## config.mk

```make
export PLATFORM = sky130hd
export DESIGN_NAME = key_expansion_seq_flat
export DESIGN_NICKNAME = d
export VERILOG_FILES = /design/src/rtl/key_expansion_seq_if.sv /design/src/rtl/key_expansion_seq.sv /design/src/flat_wrapper.sv
export SDC_FILE = /design/constraint.sdc
export NUM_CORES = 2
export LEC_CHECK = 0
export CORE_ASPECT_RATIO = 0.5
export CORE_MARGIN = 4
export CORE_UTILIZATION = 45
export DETAILED_ROUTE_END_ITERATION = 7
export DONT_BUFFER_PORTS = 1
export HOLD_SLACK_MARGIN = 0.12
export MAX_ROUTING_LAYER = met4
export SYNTH_ARGS = -nofsm -noshare
export SYNTH_HDL_FRONTEND = slang
export SYNTH_SLANG_ARGS = --single-unit
```

## constraint.sdc

```tcl
create_clock -name clk -period 16.4 [get_ports clk]
set_input_delay 1.64 -clock clk [delete_from_list [all_inputs] [get_ports clk]]
set_output_delay 1.64 -clock clk [all_outputs]
set_load 0.02 [all_outputs]
```

## src/rtl/key_expansion_seq_if.sv

```systemverilog
// Round-key stream interface: a start request with the cipher key in one
// direction, and valid/ready round keys plus status pulses in the other.
interface key_expansion_seq_if #(
    parameter int NK_MAX = 8
) ();
    logic                    start;
    logic [1:0]              key_len;
    logic [0:32*NK_MAX-1]    key_in;
    logic                    rk_valid;
    logic                    rk_ready;
    logic [0:127]            rk_data;
    logic [3:0]              rk_index;
    logic                    busy;
    logic                    done;
    logic                    err;

    modport master (
        output start, key_len, key_in, rk_ready,
        input  rk_valid, rk_data, rk_index, busy, done, err
    );

    modport slave (
        input  start, key_len, key_in, rk_ready,
        output rk_valid, rk_data, rk_index, busy, done, err
    );
endinterface

```

## src/rtl/key_expansion_seq.sv

```systemverilog
// AES key expansion, one schedule word per cycle, emitting round keys over a
// valid/ready stream. Supports AES-128/192/256 up to NK_MAX key words.

// Forward AES S-box: GF(2^8) inverse (x^254) followed by the affine map.
module sbox (
    input  logic [7:0] i_byte,
    output logic [7:0] o_byte
);
    function automatic logic [7:0] gf_mul(input logic [7:0] a, input logic [7:0] b);
        logic [7:0] p;
        logic [7:0] x;
        p = 8'h00;
        x = a;
        for (int k = 0; k < 8; k++) begin
            if (b[k]) p = p ^ x;
            x = {x[6:0], 1'b0} ^ (x[7] ? 8'h1b : 8'h00);
        end
        return p;
    endfunction

    function automatic logic [7:0] sub_byte(input logic [7:0] x);
        logic [7:0] sq;
        logic [7:0] inv;
        // x^254 = product of x^2, x^4, ... x^128; maps 0 to 0 as the S-box needs.
        sq  = x;
        inv = 8'h01;
        for (int k = 1; k < 8; k++) begin
            sq  = gf_mul(sq, sq);
            inv = gf_mul(inv, sq);
        end
        return inv
             ^ {inv[6:0], inv[7]}
             ^ {inv[5:0], inv[7:6]}
             ^ {inv[4:0], inv[7:5]}
             ^ {inv[3:0], inv[7:4]}
             ^ 8'h63;
    endfunction

    assign o_byte = sub_byte(i_byte);
endmodule

module key_expansion_seq #(
    parameter int NK_MAX = 8
) (
    input  logic                clk,
    input  logic                rst_n,
    key_expansion_seq_if.slave  bus
);
    localparam logic [0:0] S_IDLE   = 1'b0;
    localparam logic [0:0] S_RUN    = 1'b1;
    localparam logic [3:0] NK_LIMIT = 4'(NK_MAX);

    logic [0:0]             r_state;
    logic [3:0]             r_nk;
    logic [3:0]             r_nr;
    logic [0:32*NK_MAX-1]   r_key;
    logic [31:0]            r_hist [0:7];
    logic [5:0]             r_idx;
    logic [2:0]             r_kmod;
    logic                   r_gen;
    logic [7:0]             r_rcon;
    logic [31:0]            r_asm [0:2];
    logic [0:127]           r_rk_data;
    logic [3:0]             r_rk_index;
    logic                   r_rk_valid;
    logic                   r_busy;
    logic                   r_done;
    logic                   r_err;

    logic [3:0]             w_nk_req;
    logic                   w_legal;
    logic                   w_stall;
    logic                   w_en;
    logic                   w_xfer;
    logic                   w_last_xfer;
    logic                   w_is_key;
    logic [31:0]            w_prev;
    logic [31:0]            w_back;
    logic [31:0]            w_sub_in;
    logic [31:0]            w_sub_out;
    logic [31:0]            w_word;
    logic [31:0]            w_key_word [0:7];

    assign w_nk_req    = {1'b0, bus.key_len, 1'b0} + 4'd4;
    assign w_legal     = (bus.key_len != 2'd3) && (w_nk_req <= NK_LIMIT);
    // Only a word that would overwrite a still-pending round key has to wait.
    assign w_stall     = (r_idx[1:0] == 2'b11) && r_rk_valid && !bus.rk_ready;
    assign w_en        = r_gen && !w_stall;
    assign w_xfer      = r_rk_valid && bus.rk_ready;
    assign w_last_xfer = w_xfer && (r_rk_index == r_nr);
    assign w_is_key    = r_idx < {2'b00, r_nk};
    assign w_prev      = r_hist[0];
    assign w_back      = r_hist[r_nk[2:0] - 3'd1];
    assign w_sub_in    = (r_kmod == 3'd0) ? {w_prev[23:0], w_prev[31:24]} : w_prev;

    for (genvar g = 0; g < 8; g++) begin : g_key_word
        if (g < NK_MAX) begin : g_used
            assign w_key_word[g] = r_key[32*g +: 32];
        end else begin : g_unused
            assign w_key_word[g] = 32'h0;
        end
    end

    for (genvar g = 0; g < 4; g++) begin : g_sbox
        sbox u_sbox (
            .i_byte (w_sub_in[8*g +: 8]),
            .o_byte (w_sub_out[8*g +: 8])
        );
    end

    // NOTE: every branch assigns w_word after a default, so no latch is inferred.
    always_comb begin
        w_word = w_back ^ w_prev;
        if (w_is_key) begin
            w_word = w_key_word[r_idx[2:0]];
        end else if (r_kmod == 3'd0) begin
            w_word = w_back ^ w_sub_out ^ {r_rcon, 24'h0};
        end else if (r_nk == 4'd8 && r_kmod == 3'd4) begin
            w_word = w_back ^ w_sub_out;
        end
    end

    // NOTE: state uses non-blocking assignments so every register samples pre-edge values.
    always_ff @(posedge clk) begin
        if (!rst_n) begin
            r_state    <= S_IDLE;
            r_nk       <= 4'd0;
            r_nr       <= 4'd0;
            r_key      <= '0;
            // NOTE: the history and assembly arrays are reset too, so an aborted run leaves nothing behind.
            for (int j = 0; j < 8; j++) r_hist[j] <= 32'h0;
            for (int j = 0; j < 3; j++) r_asm[j] <= 32'h0;
            r_idx      <= 6'd0;
            r_kmod     <= 3'd0;
            r_gen      <= 1'b0;
            r_rcon     <= 8'h01;
            r_rk_data  <= '0;
            r_rk_index <= 4'd0;
            r_rk_valid <= 1'b0;
            r_busy     <= 1'b0;
            r_done     <= 1'b0;
            r_err      <= 1'b0;
        end else begin
            r_done <= 1'b0;
            r_err  <= 1'b0;

            case (r_state)
                S_IDLE: begin
                    if (bus.start) begin
                        if (w_legal) begin
                            r_state <= S_RUN;
                            r_busy  <= 1'b1;
                            r_gen   <= 1'b1;
                            r_key   <= bus.key_in;
                            r_nk    <= w_nk_req;
                            r_nr    <= w_nk_req + 4'd6;
                            r_idx   <= 6'd0;
                            r_kmod  <= 3'd0;
                            r_rcon  <= 8'h01;
                        end else begin
                            r_err <= 1'b1;
                        end
                    end
                end
                default: begin
                    if (w_last_xfer) begin
                        r_state <= S_IDLE;
                        r_busy  <= 1'b0;
                        r_done  <= 1'b1;
                    end
                end
            endcase

            if (w_en) begin
                r_hist[0] <= w_word;
                for (int j = 1; j < 8; j++) r_hist[j] <= r_hist[j-1];
                r_idx  <= r_idx + 6'd1;
                r_kmod <= ({1'b0, r_kmod} == r_nk - 4'd1) ? 3'd0 : r_kmod + 3'd1;
                if (!w_is_key && r_kmod == 3'd0) begin
                    r_rcon <= {r_rcon[6:0], 1'b0} ^ (r_rcon[7] ? 8'h1b : 8'h00);
                end
                if (r_idx == {r_nr, 2'b11}) r_gen <= 1'b0;
                case (r_idx[1:0])
                    2'd0:    r_asm[0] <= w_word;
                    2'd1:    r_asm[1] <= w_word;
                    2'd2:    r_asm[2] <= w_word;
                    default: ;
                endcase
            end

            if (w_en && r_idx[1:0] == 2'b11) begin
                r_rk_data  <= {r_asm[0], r_asm[1], r_asm[2], w_word};
                r_rk_index <= r_idx[5:2];
                r_rk_valid <= 1'b1;
            end else if (w_xfer) begin
                r_rk_valid <= 1'b0;
            end
        end
    end

    assign bus.rk_valid = r_rk_valid;
    assign bus.rk_data  = r_rk_data;
    assign bus.rk_index = r_rk_index;
    assign bus.busy     = r_busy;
    assign bus.done     = r_done;
    assign bus.err      = r_err;
endmodule

```

## src/flat_wrapper.sv

```systemverilog
// flat-port wrapper written by rule: the top's interface ports become plain ports
module key_expansion_seq_flat 
#(
    parameter int NK_MAX = 8
)
  (clk, rst_n, bus_start, bus_key_len, bus_key_in, bus_rk_ready, bus_rk_valid, bus_rk_data, bus_rk_index, bus_busy, bus_done, bus_err);
  key_expansion_seq_if #(.NK_MAX(NK_MAX)) bus_i ();
  input  logic clk;
  input  logic rst_n;
  input wire logic [$bits(bus_i.start)-1:0] bus_start;
  input wire logic [$bits(bus_i.key_len)-1:0] bus_key_len;
  input wire logic [$bits(bus_i.key_in)-1:0] bus_key_in;
  input wire logic [$bits(bus_i.rk_ready)-1:0] bus_rk_ready;
  output wire logic [$bits(bus_i.rk_valid)-1:0] bus_rk_valid;
  output wire logic [$bits(bus_i.rk_data)-1:0] bus_rk_data;
  output wire logic [$bits(bus_i.rk_index)-1:0] bus_rk_index;
  output wire logic [$bits(bus_i.busy)-1:0] bus_busy;
  output wire logic [$bits(bus_i.done)-1:0] bus_done;
  output wire logic [$bits(bus_i.err)-1:0] bus_err;
  assign bus_i.start = bus_start;
  assign bus_i.key_len = bus_key_len;
  assign bus_i.key_in = bus_key_in;
  assign bus_i.rk_ready = bus_rk_ready;
  assign bus_rk_valid = bus_i.rk_valid;
  assign bus_rk_data = bus_i.rk_data;
  assign bus_rk_index = bus_i.rk_index;
  assign bus_busy = bus_i.busy;
  assign bus_done = bus_i.done;
  assign bus_err = bus_i.err;
  key_expansion_seq #(.NK_MAX(NK_MAX)) u_core (.clk(clk), .rst_n(rst_n), .bus(bus_i));
endmodule
```

### Yosys cells after proc, flatten, opt, wreduce, memory -nomap -nowiden

Memories as Yosys holds them, arrays and structs flattened. A register that Yosys moved wholly into a read port is not among the register bits.
Cells that the tools add are included.
Widths: inputs -> output; s select.

| storage, ports and cells | value |
|---|---|
| memories | 2 |
| register bits | 419 |
| memory bits (writable) | 352 |
| input port bits | 262 |
| bits in read-only memories | 0 |
| latch bits | 0 |
| output and inout port bits | 136 |

| operators by class | value |
|---|---|
| bitwise logic cells | 795 |
| reductions and logical operators | 27 |
| shift-type cells | 0 |
| multiply operators | 0 |
| $lt $le $gt $ge | 3 |
| div/mod/pow operators | 0 |
| mux-type cells | 878 |
| equality and inequality tests | 11 |
| $add $sub $neg | 6 |

Memories:

| memory | depth | bits a word | rd ports | clocked after Yosys merged registers in | write ports | RTL line | text |
|---|---|---|---|---|---|---|---|
| u_core.r_hist | 8 | 32 | 8 | 0 | 8 | key_expansion_seq.sv:57 | `logic [31:0] r_hist [0:7];` |
| u_core.r_asm | 3 | 32 | 3 | 3 | 3 | key_expansion_seq.sv:62 | `logic [31:0] r_asm [0:2];` |

Operators by type and width:

| operator | count |
|---|---|
| $mux 8 | 425 |
| $xor 8x8->8 | 381 |
| $xor 8x5->8 | 364 |
| $mux 5 | 369 |
| $mux 32 | 17 |
| $bmux 32 s3 | 1 |
| $xor 32x32->32 | 3 |
| $mux 6 | 8 |
| $mux 1 | 37 |
| $mux 7 | 4 |
| $not 1->1 const A | 28 |
| $mux 3 | 9 |
| $mux 4 | 4 |
| $not 4->4 | 4 |
| $or 1x1->1 | 11 |
| $reduce_bool 2->1 | 5 |
| $logic_and 1x1->1 | 9 |
| $reduce_and 3->1 | 3 |
| $mux 2 | 4 |
| $add 6x1->6 const B | 1 |
| $eq 6x6->1 | 1 |
| $logic_not 1->1 | 6 |
| $lt 6x4->1 | 1 |
| $ne 2x2->1 const B | 3 |
| 19 further kinds | 22 |

### Logic depth before layout (Yosys ltp)

| depth | value |
|---|---|
| depth after elaboration | 139 |
| mapped depth | 83 |

### Hierarchy

Synthesis repeated with hierarchy kept, for this count alone.

| second synthesis, totals | value |
|---|---|
| cells, all modules | 10,786 |
| area, all modules | 92,782.7 um^2 |

By module, submodules not included:

| module | area each (um^2) | cells each | instances | sequential area each (um^2) |
|---|---|---|---|---|
| sbox | 15,220.8 | 1,942 | 4 | 0.0 |
| key_expansion_seq | 31,899.3 | 3,018 | 1 | 18,918.1 |

### Worst setup path before layout

OpenSTA, ideal clock, no wires.

| timing | value |
|---|---|
| kind | flip-flop to flip-flop |
| start point | register u_core.r_kmod[0] |
| end point | memory u_core.r_asm[0][21] (data pin) |
| clock period less this slack | 17.853 ns |
| arrival | 17.579 ns |
| path slack | -1.453 ns |
| setup time | 0.274 ns |
| cell stages (with the launch flop) | 78 |
| path buffers | 12 |
| required time | 16.126 ns |
| path through | dfxtp_1 > inv_1 > ha_1 > nor2b_2 > buf_6 > buf_6 > buf_6 > mux2i_2 > inv_2 > ha_1 > clkbuf_1 > xnor2_1 > xnor2_1 > a21oi_2 > xnor2_1 > inv_2 > buf_1 > clkbuf_1 > [... 42 more ...] > nand4_1 > clkbuf_1 > a21oi_1 > xnor2_1 > xnor3_1 > xnor2_1 > nor2_1 > xnor2_1 > xnor3_1 > xnor2_1 > xnor2_1 > xor2_1 > xnor2_1 > xor3_1 > mux2i_1 > xnor2_1 > o21ai_1 > nor2_1 |

RTL lines:

| item | RTL line | text |
|---|---|---|
| from (decl) | key_expansion_seq.sv:59 | `logic [2:0] r_kmod;` |
| from (signal assigned) | key_expansion_seq.sv:178 | `r_kmod <= ({1'b0, r_kmod} == r_nk - 4'd1) ? 3'd0 : r_kmod + 3'd1;` |
| to (decl) | key_expansion_seq.sv:62 |  |

==> impl_metrics.toml <==
[job]
cap_viol_max_count = 0

[routing]
num_vias = 83400
first_pass_iters = 6
route.detailed.wl_per_inst_um = 21.3
postRouteWirelength_um = 306000
drt_iter0_drc = 9118
vias_per_cell = 5.80
drcViolationCount = 0
drt_antenna_net_count = 0

[timing]
skew_ps = 23.5
maxClockFrequency_mhz = 63.2
post-route-worst-setup-slack_ps = 580
setup_viol_count_final = 0
layout_min_cycle_time_ps = 15820
fin_crit_sh_pct = 96.5
slew_headroom_pct = 10.8
final_max_slew_viol_count = 0
worstMarginPinSlew_ps = 1330
finalHoldViolCount = 0
hold_slack_ps = 451

[critical_path]
worst_setup_path_start_kind = "flip-flop"
criticalPathCategory = "flip-flop to flip-flop"
timing.critical_path.slowest_cell_delay_ps = 600
timing.critical_path.required_ps = 16770
critPathMaxFanout = 22
worst_r2r_path_depth = 63
worstSetupPathDepth = 63
worst_path_dominant_cell_family = "XOR/XNOR gates"
end_kind = "flip-flop"
cp.arrival_ps = 16190
terminus_of_the_critical_flop_to_flop_path = "u_core.r_hist[0][29]"
cell_type_with_the_highest_occurrence_count_on_the_critical_path = "sky130_fd_sc_hd__buf_4"
crit_slowest_cell = "sky130_fd_sc_hd__xnor3_2"
timing.critical_path.buf_inv = 12
crit_end = "u_core.r_hist[0][29]"
r2r_slack_ps = 580
r2r-start = "u_core.r_kmod[1]"
critical_path.startpoint = "u_core.r_kmod[1]"

[synth]
synth_ff_type = "sky130_fd_sc_hd__dfxtp_1"
ys_seq_elements = 769
synth-edff-count = 352
synthesis.yosys.warnings = 0
number_of_distinct_library_cells_after_synthesis = 131
share_of_the_yosys_chip_area_belonging_to_registers_pct = 20.6
syn_nets = 11500
asr_flop_ratio_synth_pct = 0
netlist_instances = 11200
syn_avg_cell_area_um2 = 8.20
synthesis.area_um2 = 91900

[floorplan]
floorplan.rows = 116
floorplan.die.height_um = 328
design.core.area_um2 = 202000
starting_density_of_the_core_pct = 45.6
floorplan.io_pins = 398
die_width_um = 647
die-area_um2 = 212000

[grt]
groute.usage.overall_pct = 28.1
grt_max_degree = 258
first_pass_grt_wire_length_um = 466000
grt_pass1_vias = 76500
antenna_found_initial = 18
globalRoute.totalOverflow = 0

[cts]
cts-root-to-sink-buffers = 3
htree_levels = 3
clock_latency_on_the_worst_skew_pair_ps = 660
cts.reportedPaths.clkPinSlew_ps = 60
holdBufCountCts = 0
clk_root_buffer_cell = "sky130_fd_sc_hd__clkbuf_16"
cts_tree = "done"
cts_inserted_buffers = 72
cts_sinks = 769

[cells_and_area]
area.growth.synth_to_final_pct = 16.5
layout.nets = 11900
drive_above_1_share_pct = 19.4
non_filler_instance_count_after_layout = 14400
filler_cells = 18800

[placement]
dp.cells = 14000
gp_congestion = 0.939
dpl_worst_slack_ps = -908
io_buffer_count = 0
detailed_place_hpwl_um = 223000

[hold_path]
hold_path_class = "flip-flop to flip-flop"

[run_status]
status = "finished, final reports clean"
[flip-flops by register name (all words and copies together), names as in the netlist]
register             flops
u_core.r_gen             1
u_core.r_asm            96
u_core.r_rcon            8
u_core.r_hist          256
u_core.r_nr              3
u_core.bus.busy          1
u_core.bus.rk_index      4
u_core.bus.err           1
u_core.r_idx             6
u_core.r_state           1
u_core.r_nk              3
u_core.bus.done          1
u_core.bus.rk_data     128
u_core.bus.rk_valid      1
u_core.r_key           256
u_core.r_kmod            3
[cell families (layout without fill, tap and decap cells)]
group           count (synthesis)  in the layout  share of synthesized area [%]
simple gates                 4073           4073                           19.3
buf+inv                       934           1366                           4.38
xor+xnor                     2684           2685                           32.9
compound gates               2221           2223                           15.5
other cells                     0             18                              0
flops                         769            769                           20.6
mux                           490            490                           6.84
fa+ha+maj                      41             41                          0.553
[layout make-up]
class / instances / area (µm²) / area share, %
diodes: 18 / 45.0 / 0.0421
clock buffers: 97 / 2040 / 1.90
clock inverters: 34 / 345 / 0.323
inverters: 116 / 452 / 0.422
multi-input cells: 9512 / 73000 / 68.2
flip-flops and latches: 769 / 18900 / 17.7
well taps: 2714 / 3400 / 3.17
repair buffers: 1119 / 8800 / 8.22
[tightest hold or removal path, cell delays in order (launching register included)]
cell and delay, ps:
sky130_fd_sc_hd__dfxtp_1 310, sky130_fd_sc_hd__nand2_1 50, sky130_fd_sc_hd__a21oi_1 50
[cell usage in the layout (no fill, tap or decap), drive strengths merged, types with 81 or more instances in the layout]
cell type  synthesis  layout
a211oi           101     101
a21oi            822     822
a31oi             81      81
and2             116     116
and3             202     202
buf              259    1117
clkbuf           559      99
dfxtp            417     417
edfxtp           352     352
inv              102     107
mux2i            322     322
mux4              96      96
nand2           1664    1664
nand3            190     190
nor2            1331    1331
nor3             224     224
o211ai           101     102
o21ai            411     411
o22ai            106     106
xnor2           1745    1746
xnor3            327     327
xor2             566     566
[routing by layer]
layer / GRT usage [%] / vias up / routed length (µm)
li1: - / 39700 / -
met1: 40.0 / 40500 / 139000
met2: 43.8 / 2883 / 141000
met3: 2.20 / 354 / 18900
met4: 5.98 / 0 / 6750
met5: - / - / 0
[synthesized netlist by cell type (all sizes together) (36+ instances only)]
library cell / instances / area (µm²)
and2: 116 / 726
o21a: 44 / 330
a211oi: 101 / 793
xor2: 566 / 5330
xnor2: 1745 / 16400
a31oi: 81 / 507
dfxtp: 417 / 8350
xnor3: 327 / 7390
clkbuf: 559 / 2100
nand2: 1664 / 6250
or3: 48 / 300
nor2b: 46 / 290
a32oi: 46 / 403
o221ai: 36 / 315
xor3: 46 / 1100
a21oi: 822 / 4150
nor2: 1331 / 5010
nor3: 224 / 1140
and3: 202 / 1260
edfxtp: 352 / 10600
ha: 39 / 488
o211ai: 101 / 763
mux2: 72 / 815
buf: 259 / 1490
a221oi: 45 / 448
o21ai: 411 / 2060
nand4: 46 / 309
inv: 102 / 383
mux4: 96 / 2160
nand2b: 42 / 270
nor4: 46 / 294
o22ai: 106 / 676
a22oi: 53 / 408
nand3: 190 / 956
mux2i: 322 / 3310
[repair_timing]
action                                 4_1_cts  5_1_grt
resized for setup                          158      433
setup endpoints to repair                  159      160
cloned                                       2        3
buffers inserted                            33      154
endpoints found under the hold margin        0        0
pin swaps                                   33      174
[worst min path at each step]
stage,from,endpoint,depth (start not counted)
after floorplan,u_core.r_key[192],u_core.r_key[192],2
after global placement,u_core.r_key[185],u_core.r_key[185],2
after detailed placement,u_core.r_key[214],u_core.r_key[214],2
after CTS,u_core.r_key[234],u_core.r_key[234],2
after global routing,u_core.r_key[121],u_core.r_key[121],2
final,u_core.r_key[234],u_core.r_key[234],2
[per-stage QoR]
stage / util, % / TNS (ps) / area, µm²
4_1_cts: 51.3 / 0 / 103000
3_5_place_dp: 49.5 / -62180 / 99700
2_1_floorplan: - / 0 / 92400
3_3_place_gp: 49.5 / -38480 / 99700
5_1_grt: 53.1 / -4510 / 107000
6_report: 53.1 / 0 / 107000
Power is not shown: default switching activity piles up to over one toggle a cycle in this logic, so the estimate is an artifact.
